===== config.mk =====
export PLATFORM = sky130hd
export DESIGN_NAME = chunked_serial_adder_flat
export DESIGN_NICKNAME = d
export VERILOG_FILES = /design/src/rtl/chunked_serial_adder_if.sv /design/src/rtl/chunked_serial_adder.sv /design/src/flat_wrapper.sv
export SDC_FILE = /design/constraint.sdc
export NUM_CORES = 1
export LEC_CHECK = 0
export CAP_MARGIN = 20
export CORE_ASPECT_RATIO = 2
export CORE_MARGIN = 10
export CORE_UTILIZATION = 50
export CTS_CLUSTER_DIAMETER = 150
export DETAILED_ROUTE_END_ITERATION = 10
export PLACE_DENSITY = 0.74
export SLEW_MARGIN = 20
export SYNTH_ARGS = -nofsm -noshare
export SYNTH_HDL_FRONTEND = slang
export SYNTH_SLANG_ARGS = --single-unit

===== constraint.sdc =====
create_clock -name clk -period 2.8 [get_ports clk]
set_input_delay 0.28 -clock clk [delete_from_list [all_inputs] [get_ports clk]]
set_output_delay 0.28 -clock clk [all_outputs]
set_load 0.02 [all_outputs]

===== src/rtl/chunked_serial_adder_if.sv =====
// rtl/chunked_serial_adder_if.sv - request/result bundle for chunked_serial_adder (optional sub via CHUNKED_ADDER_SUB_EN)
interface chunked_serial_adder_if #(
    parameter int WIDTH = 16
);
    logic             start;
    logic [WIDTH-1:0] a;
    logic [WIDTH-1:0] b;
    logic             cin;
`ifdef CHUNKED_ADDER_SUB_EN
    logic             sub;
`endif
    logic             busy;
    logic             done;
    logic [WIDTH:0]   sum;

    modport master (
`ifdef CHUNKED_ADDER_SUB_EN
        output sub,
`endif
        output start, a, b, cin,
        input  busy, done, sum
    );

    modport slave (
`ifdef CHUNKED_ADDER_SUB_EN
        input  sub,
`endif
        input  start, a, b, cin,
        output busy, done, sum
    );
endinterface


===== src/rtl/chunked_serial_adder.sv =====
// rtl/chunked_serial_adder.sv - multi-cycle a+b+cin through one CHUNK-bit ripple slice
// Optional subtract mode enabled by the CHUNKED_ADDER_SUB_EN macro.
module chunked_serial_adder #(
    parameter int WIDTH = 16,
    parameter int CHUNK = 4
) (
    input  logic                  clk,
    input  logic                  rst_n,
    chunked_serial_adder_if.slave bus
);
    localparam int NCH = WIDTH / CHUNK;
    localparam int CW  = (NCH > 1) ? $clog2(NCH) : 1;
    localparam logic [CW-1:0] LAST = CW'(NCH - 1);

    typedef enum logic [1:0] {IDLE, RUN, DONE} state_t;

    state_t           state, state_next;
    logic [WIDTH-1:0] a_sh, b_sh, res, res_next;
    logic             carry;
    logic [CW-1:0]    cnt;
    logic [WIDTH:0]   sum_r;
    logic [CHUNK:0]   slice;
    logic             accept, last;
    logic [WIDTH-1:0] b_load;
    logic             c_load;

    always_comb begin
        accept   = bus.start && (state == IDLE || state == DONE);
        last     = (cnt == LAST);
        slice    = {1'b0, a_sh[CHUNK-1:0]} + {1'b0, b_sh[CHUNK-1:0]} + {{CHUNK{1'b0}}, carry};
        // partial sum enters at the top; after NCH chunks the result is fully assembled
        res_next = WIDTH'({slice[CHUNK-1:0], res} >> CHUNK);
`ifdef CHUNKED_ADDER_SUB_EN
        b_load   = bus.sub ? ~bus.b : bus.b;
        c_load   = bus.sub | bus.cin;
`else
        b_load   = bus.b;
        c_load   = bus.cin;
`endif
    end

    always_ff @(posedge clk or negedge rst_n) begin
        if (!rst_n) state <= IDLE;
        else        state <= state_next;
    end

    always_comb begin
        state_next = state;
        case (state)
            IDLE:    if (accept) state_next = RUN;
            RUN:     if (last)   state_next = DONE;
            DONE:    state_next = accept ? RUN : IDLE;
            default: state_next = IDLE;
        endcase
    end

    always_comb begin
        bus.busy = (state == RUN);
        bus.done = (state == DONE);
        bus.sum  = sum_r;
    end

    always_ff @(posedge clk or negedge rst_n) begin
        if (!rst_n) begin
            a_sh  <= '0;
            b_sh  <= '0;
            res   <= '0;
            carry <= 1'b0;
            cnt   <= '0;
            sum_r <= '0;
        end else if (accept) begin
            a_sh  <= bus.a;
            b_sh  <= b_load;
            carry <= c_load;
            cnt   <= '0;
        end else if (state == RUN) begin
            a_sh  <= a_sh >> CHUNK;
            b_sh  <= b_sh >> CHUNK;
            res   <= res_next;
            carry <= slice[CHUNK];
            cnt   <= cnt + CW'(1);
            if (last) sum_r <= {slice[CHUNK], res_next};
        end
    end
endmodule

===== src/flat_wrapper.sv =====
// flat-port wrapper written by rule: the top's interface ports become plain ports
module chunked_serial_adder_flat 
#(
    parameter int WIDTH = 16,
    parameter int CHUNK = 4
)
  (clk, rst_n, bus_start, bus_a, bus_b, bus_cin, bus_busy, bus_done, bus_sum);
  chunked_serial_adder_if #(.WIDTH(WIDTH)) bus_i ();
  input  logic clk;
  input  logic rst_n;
  input wire logic [$bits(bus_i.start)-1:0] bus_start;
  input wire logic [$bits(bus_i.a)-1:0] bus_a;
  input wire logic [$bits(bus_i.b)-1:0] bus_b;
  input wire logic [$bits(bus_i.cin)-1:0] bus_cin;
  output wire logic [$bits(bus_i.busy)-1:0] bus_busy;
  output wire logic [$bits(bus_i.done)-1:0] bus_done;
  output wire logic [$bits(bus_i.sum)-1:0] bus_sum;
  assign bus_i.start = bus_start;
  assign bus_i.a = bus_a;
  assign bus_i.b = bus_b;
  assign bus_i.cin = bus_cin;
  assign bus_busy = bus_i.busy;
  assign bus_done = bus_i.done;
  assign bus_sum = bus_i.sum;
  chunked_serial_adder #(.WIDTH(WIDTH), .CHUNK(CHUNK)) u_core (.clk(clk), .rst_n(rst_n), .bus(bus_i));
endmodule

== Word level (Yosys, flattened, before mapping) ==
Cells that the tools add are included.
Word-level totals
  word-level logic and storage cells: 35
  output and inout bits: 19
  register bits after elaboration: 70
  bits of input ports: 36
Cells by class
  eq/ne operators: 5
  add/subtract/negate cells: 3
  reductions and logical operators: 7
  bitwise gates (word level): 1
  muxes and demuxes: 12
Operator list (count)
  $mux W16: 4
  $mux W2: 4
  $pmux W2 S3: 1
  $add A4 B4 Y5: 1
  $add A5 B1 Y5: 1
  $eq A2 B2 Y1 const B: 2
  $ne A2 B1 Y1 const B: 2
  $reduce_and A2 Y1: 2
  $mux W1: 3
  $reduce_and A3 Y1: 1
  $add A2 B1 Y2 const B: 1
  $eq A2 B1 Y1 const B: 1
  $logic_not A2 Y1: 1
  $reduce_bool A2 Y1: 1
  $logic_and A1 B1 Y1: 1
  $logic_or A1 B1 Y1: 1
  $not A1 Y1: 1

== Depth between registers and ports, before layout ==
Gate-level depths: netlist of run 1.
  depth in word-level cells: 5
  mapped depth: 7
  depth with buffers taken out: 6

== Least setup slack after synthesis of run 1 ==
OpenSTA, ideal clock, no wires.
  path type: register to register
  start: register u_core.carry
  end: register u_core.sum_r[16] (netlist: u_core.bus.sum[16])
  stages on the path, launching flop included: 7
  library setup time: 130 ps
  data arrival time: 1384 ps
  slack: 1286 ps
  clock period less this slack: 1514 ps
  data required time: 2670 ps
  cell sequence: dfrtp_1 > fa_1 > inv_1 > fa_1 > nor2b_1 > o21ai_0 > a31oi_1
Between the ends
  longest elaborated chain between the ends: 1
Ends and longest elaborated chain
  start, declared: line chunked_serial_adder.sv:19  | logic carry;
  start signal, assigned: line chunked_serial_adder.sv:74  | carry <= c_load;
  start signal, assigned: line chunked_serial_adder.sv:80  | carry <= slice[CHUNK];
  $add A5 B1 Y5: line chunked_serial_adder.sv:30  | slice = {1'b0, a_sh[CHUNK-1:0]} + {1'b0, b_sh[CHUNK-1:0]} + {{CHUNK{1'b0}}, carry};
  end signal, assigned: line chunked_serial_adder.sv:82  | if (last) sum_r <= {slice[CHUNK], res_next};
  end, declared: line chunked_serial_adder.sv:21  | logic [WIDTH:0] sum_r;
No other way between the ends.
A chain may end at the register's enable or synchronous reset.

== Worst setup path in the final report of run 1 ==
  start: register u_core.state[0]
  end: output bus_busy
Between the ends
  longest elaborated chain between the ends: 1
Ends and longest elaborated chain
  start, declared: line chunked_serial_adder.sv:17  | state_t state, state_next;
  start signal, assigned: line chunked_serial_adder.sv:44  | else state <= state_next;
  $eq A2 B1 Y1: line chunked_serial_adder.sv:58  | bus.busy = (state == RUN);
  end, declared: line flat_wrapper.sv:15  | output wire logic [$bits(bus_i.busy)-1:0] bus_busy;
No other way between the ends.

==> impl_metrics.env, run 1 <==
export IMPL_grt_max_degree=67
export IMPL_yosysUniqueCellTypes=32
export IMPL_synth_top_area_share_pct=59.09
export IMPL_cap_violations=0
export IMPL_min_path_type="in -> async"
export IMPL_via_count=2107
export IMPL_power_density_nw_per_um2=1236
export IMPL_ir_drop_uv=747.2
export IMPL_nFillCells=449
export IMPL_cts_htree_levels=3
export IMPL_path_clk_slew_ps=70
export IMPL_reg2regPathDepth=6
export IMPL_die_h_um=125.7
export IMPL_syn_nets=303
export IMPL_maxSlewViolCount=0
export IMPL_outcome="complete, no violations"
export IMPL_dp_hpwl_um=4347
export IMPL_fp_dieArea_um2=9163
export IMPL_core_area_um2=5420
export IMPL_rows=38
export IMPL_postCtsSetupBuffers=0
export IMPL_grt_overflow_total=0
export IMPL_antenna_left=0
export IMPL_cts_buffers=9
export IMPL_cts_root_buf="clkbuf_8"
export IMPL_worstPathArrival_ps=1710
export IMPL_post_route_period_util_pct=71.08
export IMPL_wire_per_inst_um=16.17
export IMPL_place_inst=365
export IMPL_post_route_min_period_ps=1990
export IMPL_use_met2_pct=22.51
export IMPL_syn_area_um2=2795
export IMPL_post_cts_resize_count=0
export IMPL_ys_seq_elements=66
export IMPL_busiest_layer="met2"
export IMPL_fin_nets=359
export IMPL_die_w_um=72.87
export IMPL_regArea_um2=1652
export IMPL_start_kind="flop"
export IMPL_areaGrowthSynthToFinish_pct=28.29
export IMPL_drc=0
export IMPL_antenna_found_initial=0
export IMPL_clkLatencyLatePin_ps=340
export IMPL_grt_pass1_wl_um=10440
export IMPL_place_congestion=0.7981
export IMPL_instances_no_fill=382
export IMPL_drtPass1Iterations=4
export IMPL_cts_sink_count=66
export IMPL_max_slew_margin_pct=62.13
export IMPL_synth_top_cell_by_area="dfrtp_1"
export IMPL_rsz0062_at_grt="false"
export IMPL_hold_viol_final=0
export IMPL_ios=55
export IMPL_setup_tns_ps=0
export IMPL_fin_skew_ps=7.741
export IMPL_synth_top_cells_by_area="dfrtp_1 59%, nand2_1 8.9%, mux2_2 5.2%"
export IMPL_io_buffer_count=54
export IMPL_crit_fanout=13
export IMPL_worstPathRequired_ps=2520
export IMPL_fmax_mhz=502.5
export IMPL_wl_um=6178
export IMPL_routed_via_density=5.516
export IMPL_drive_gt1_share_pct=11.18
export IMPL_avgSynthCellArea_um2=10.71
export IMPL_grtUsageTotal_pct=14.03
export IMPL_drt_iter0_markers=123
export IMPL_start_util_pct=51.57
export IMPL_cp_end_kind="output pin"
export IMPL_syn_inst=261
export IMPL_cts_buffer_depth=2
export IMPL_grt_util_met1_pct=16.35
export IMPL_setup_viol=0
export IMPL_worstMarginPinSlew_ps=568.1
export IMPL_holdBufCountCts=1
export IMPL_first_global_vias=2244
export IMPL_synth_edf_count=0
export IMPL_p_leak_nw=1.644
export IMPL_multiInputGateArea_um2=1020
export IMPL_cts_tree="done"
export IMPL_met3_usage_pct=4.796
export IMPL_diodes=0
export IMPL_synth_flop_cell="dfrtp_1"
export IMPL_synthArstFlopShare_pct=100.0
export IMPL_yosys_warnings=0
export IMPL_ys_seq_area_share_pct=59.09
export IMPL_crit_type="reg -> out"
export IMPL_synth_common_cells="66 x dfrtp_1, 66 x nand2_1, 14 x nor2_1"
-- where the power goes --
group	leakage, nW	total (mW)	internal (mW)	switching, mW
clock network	0.105	0.860	0.528	0.333
registers	0.818	1.69	1.42	0.277
logic	0.721	1.88	0.830	1.05
-- cell usage in the layout (no fill, tap or decap), drive strengths merged, types with 7 or more instances in the layout --
cell | Yosys | layout
dfrtp | 66 | 66
clkbuf | 3 | 14
o21ai | 7 | 7
nor2 | 15 | 15
mux2 | 13 | 13
clkdlybuf4s50 | 0 | 53
nand2 | 66 | 66
buf | 13 | 7
a22o | 8 | 8
a22oi | 9 | 9
a31oi | 13 | 13
nand3 | 13 | 13
-- per-layer routing --
layer / vias up / wire length (µm)
met2: 62 / 3212
met1: 1019 / 2478
li1: 1015 / -
met3: 11 / 359
met5: - / 0
met4: 0 / 127
-- critical path, cell delays in order, from the launching register on --
cell and delay [ps]:
dfrtp_1 450, nand2b_1 110, clkinv_2 170, clkdlybuf4s50_1 640
-- kinds of logic after synthesis --
kind of cell / synth area share, %
flip-flops: 59.09
AND/OR/NAND/NOR: 16.16
adder cells (fa/ha/maj): 3.223
XOR/XNOR: 0.3134
buffers and inverters: 4.431
multiplexers: 5.237
AO/OA/AOI/OAI: 11.55
-- final timing paths --
check                           startpoint  slack, ps            endpoint
max reg2reg                   u_core.carry       1040  u_core.bus.sum[16]
min in group clk             u_core.res[5]        480       u_core.res[5]
min                                  rst_n        480  u_core.bus.sum[10]
min reg2reg                  u_core.res[5]        480       u_core.res[5]
max in group asynchronous            rst_n       2040      u_core.res[15]
max                        u_core.state[0]        810            bus_busy
-- final cells by class --
cell class,count,area share (%)
clock inverter,2,1.675
timing repair buffer,61,16.82
multi-input combinational,173,28.44
clock buffer,14,4.257
sequential,66,46.06
tap,60,2.094
inverter,6,0.6629
-- state kept, by name, summed over array words and instances (netlist names) --
register and flops:
u_core.res 12, u_core.bus.sum 17, u_core.a_sh 16, u_core.cnt 2, u_core.carry 1, u_core.state 2, u_core.b_sh 16
-- stage by stage --
stage	power [mW]	cell area, µm²	util [%]	hold WS, ps	setup slack [ps]
6_report	4.434	3586	66.16	481.0	809.9
5_1_grt	4.785	3586	66.16	500.5	737.1
3_3_place_gp	3.527	3363	62.05	319.8	1059
2_1_floorplan	2.979	2795	-	-15.59	1286
4_1_cts	4.476	3586	66.16	486.0	803.9
3_5_place_dp	3.607	3363	62.05	318.4	1007
Note: power is estimated with default switching activity, not from simulation.
==> inputs of run 2 (changes only) <==
Clock period 2.8 ns to 2.1 ns, I/O delays scaled along.
==> impl_metrics.env, run 2 (synthesis gave the netlist of run 1 again) <==
export IMPL_outcome="complete, no violations"
export IMPL_io_buffer_count=54
export IMPL_ir_drop_uv=1130
export IMPL_antenna_found_initial=0
export IMPL_clkPwrFrac_pct=16.8
export IMPL_power_mw=5.730
export IMPL_drc=0
export IMPL_postLayoutCellArea_um2=3571
export IMPL_drtPass1Iterations=4
export IMPL_critPathCapture="bus_done"
export IMPL_largest_reg_flops=17
export IMPL_grt_max_degree=49
export IMPL_wire_per_inst_um=16.12
export IMPL_fmax_mhz=548.3
export IMPL_worst_slack_ps=276.3
export IMPL_crit_start="u_core.state[0]"
export IMPL_power_share_combinational_pct=44.1
export IMPL_via_count=2112
export IMPL_reg2regPathDepth=6
export IMPL_start_kind="flop"
export IMPL_final_cell_mix="66 x nand2_1, 66 x dfrtp_1, 53 x clkdlybuf4s50_1"
export IMPL_cts_sink_count=66
export IMPL_grt_pass1_wl_um=10340
export IMPL_fin_nets=361
export IMPL_cts_buffer_depth=2
export IMPL_nFillCells=465
export IMPL_p_int_mw=3.534
export IMPL_crit_fanout=6
export IMPL_areaGrowthSynthToFinish_pct=27.75
export IMPL_post_route_period_util_pct=86.84
export IMPL_fp_dieArea_um2=9163
export IMPL_regArea_um2=1652
export IMPL_die_h_um=125.7
export IMPL_dpl_cell_area_um2=3378
export IMPL_drt_iter0_markers=129
export IMPL_first_global_vias=2164
export IMPL_die_w_um=72.87
export IMPL_crit_type="reg -> out"
export IMPL_cp_end_kind="output pin"
export IMPL_setup_viol=0
export IMPL_rsz0062_at_grt="false"
export IMPL_cts_tree="done"
export IMPL_routed_via_density=5.500
export IMPL_clkLatencyLatePin_ps=340
export IMPL_seqPwrFrac_pct=39.1
export IMPL_post_route_min_period_ps=1824
export IMPL_ios=55
export IMPL_place_congestion=0.8496
export IMPL_r2r_start="u_core.carry"
export IMPL_setup_tns_ps=0
export IMPL_cts_buffers=9
export IMPL_worstMarginPinSlew_ps=446.0
export IMPL_grtUsageTotal_pct=14.13
export IMPL_maxSlewViolCount=0
export IMPL_post_place_ws_ps=478.1
export IMPL_power_density_nw_per_um2=1605
export IMPL_rows=38
export IMPL_start_util_pct=51.57
export IMPL_cts_htree_levels=3
export IMPL_reg2reg_slack_ps=470
export IMPL_switching_share_pct=38.32
export IMPL_worstPathArrival_ps=1610
export IMPL_instances_no_fill=384
export IMPL_place_inst=367
export IMPL_crit_slowest_cell="clkdlybuf4s50_1"
export IMPL_diodes=0
export IMPL_multiInputGateArea_um2=1020
export IMPL_wl_um=6191
export IMPL_cts_root_buf="clkbuf_8"
export IMPL_hold_viol_final=0
export IMPL_rr_endpoint="u_core.carry"
export IMPL_dp_hpwl_um=4408
export IMPL_p_leak_nw=1.644
export IMPL_cp_cell_sequence="and2b_1 -> clkdlybuf4s50_1"
export IMPL_critPathMaxStageDelay_ps=600
export IMPL_core_area_um2=5420
export IMPL_grt_overflow_total=0
export IMPL_cap_violations=0
export IMPL_netSwitchingPower_mw=2.196
export IMPL_fin_skew_ps=6.464
export IMPL_antenna_left=0
export IMPL_post_cts_resize_count=0
export IMPL_path_clk_slew_ps=70
export IMPL_drive_gt1_share_pct=12.35
export IMPL_max_slew_margin_pct=70.24
export IMPL_worstPathRequired_ps=1890
export IMPL_min_path_type="in -> async"
## run 2: cell types whose count changed in the layout (fill, tap and decap cells not counted)
cell / change
clkbuf_1: -2
clkinv_2: +2
buf_4: +2
clkbuf_8: +2
bufinv_16: -2
## run 2: worst min path at each step
stage,startpoint,to,slack (ps),cells after the start
2_1_floorplan,rst_n,u_core.a_sh[0],-90,0
3_3_place_gp,rst_n,u_core.a_sh[11],180,1
3_5_place_dp,rst_n,u_core.a_sh[11],180,1
4_1_cts,rst_n,u_core.a_sh[11],360,2
5_1_grt,rst_n,u_core.a_sh[11],380,2
6_report,rst_n,u_core.a_sh[11],340,2
## run 2: power by group through the flow
stage | sequential, mW | combinational (mW) | clock, mW
floorplan | 2.36 | 1.61 | 0
global placement | 2.25 | 2.49 | 0
detailed placement | 2.27 | 2.55 | 0
CTS | 2.25 | 2.57 | 0.980
global route | 2.33 | 2.83 | 1.04
finish | 2.24 | 2.53 | 0.962
## run 2: layout make-up
| cell class | instances | share of cell area, % |
|---|---|---|
| flip-flops and latches | 66 | 46.25 |
| clock buffers | 14 | 4.835 |
| inverters | 6 | 0.6657 |
| well taps | 60 | 2.102 |
| repair buffers | 63 | 17.31 |
| clock inverters | 2 | 0.2803 |
| multi-input cells | 173 | 28.56 |
## run 2: what timing repair did
action                                  in CTS  in global routing
hold endpoints to repair                    18                  0
hold buffers                                 1                  0
buffers inserted                             0                  0
endpoints found under the setup margin       0                  0
## run 2: per-layer routing
metal / share of wire [%] / track usage [%] / vias to the layer above
li1: - / - / 1009
met1: 40 / 15.95 / 1031
met2: 52 / 23.33 / 59
met3: 5.0 / 4.245 / 13
met4: 2.2 / 6.629 / 0
met5: 0 / 0 / -
## run 2: worst max-delay path, delay by kind of cell, from the launching register on
kind / cells / cell delay [ps]
DFF: 1 / 440
buffers and inverters: 1 / 600
and+or+nand+nor: 1 / 230
## run 2: metrics by stage
stage	hold slack (ps)	utilization (%)
after global routing	377.8	65.88
after detailed placement	181.6	62.33
after global placement	176.9	62.33
after CTS	359.9	65.88
after floorplan	-85.59	-
final	345.0	65.88
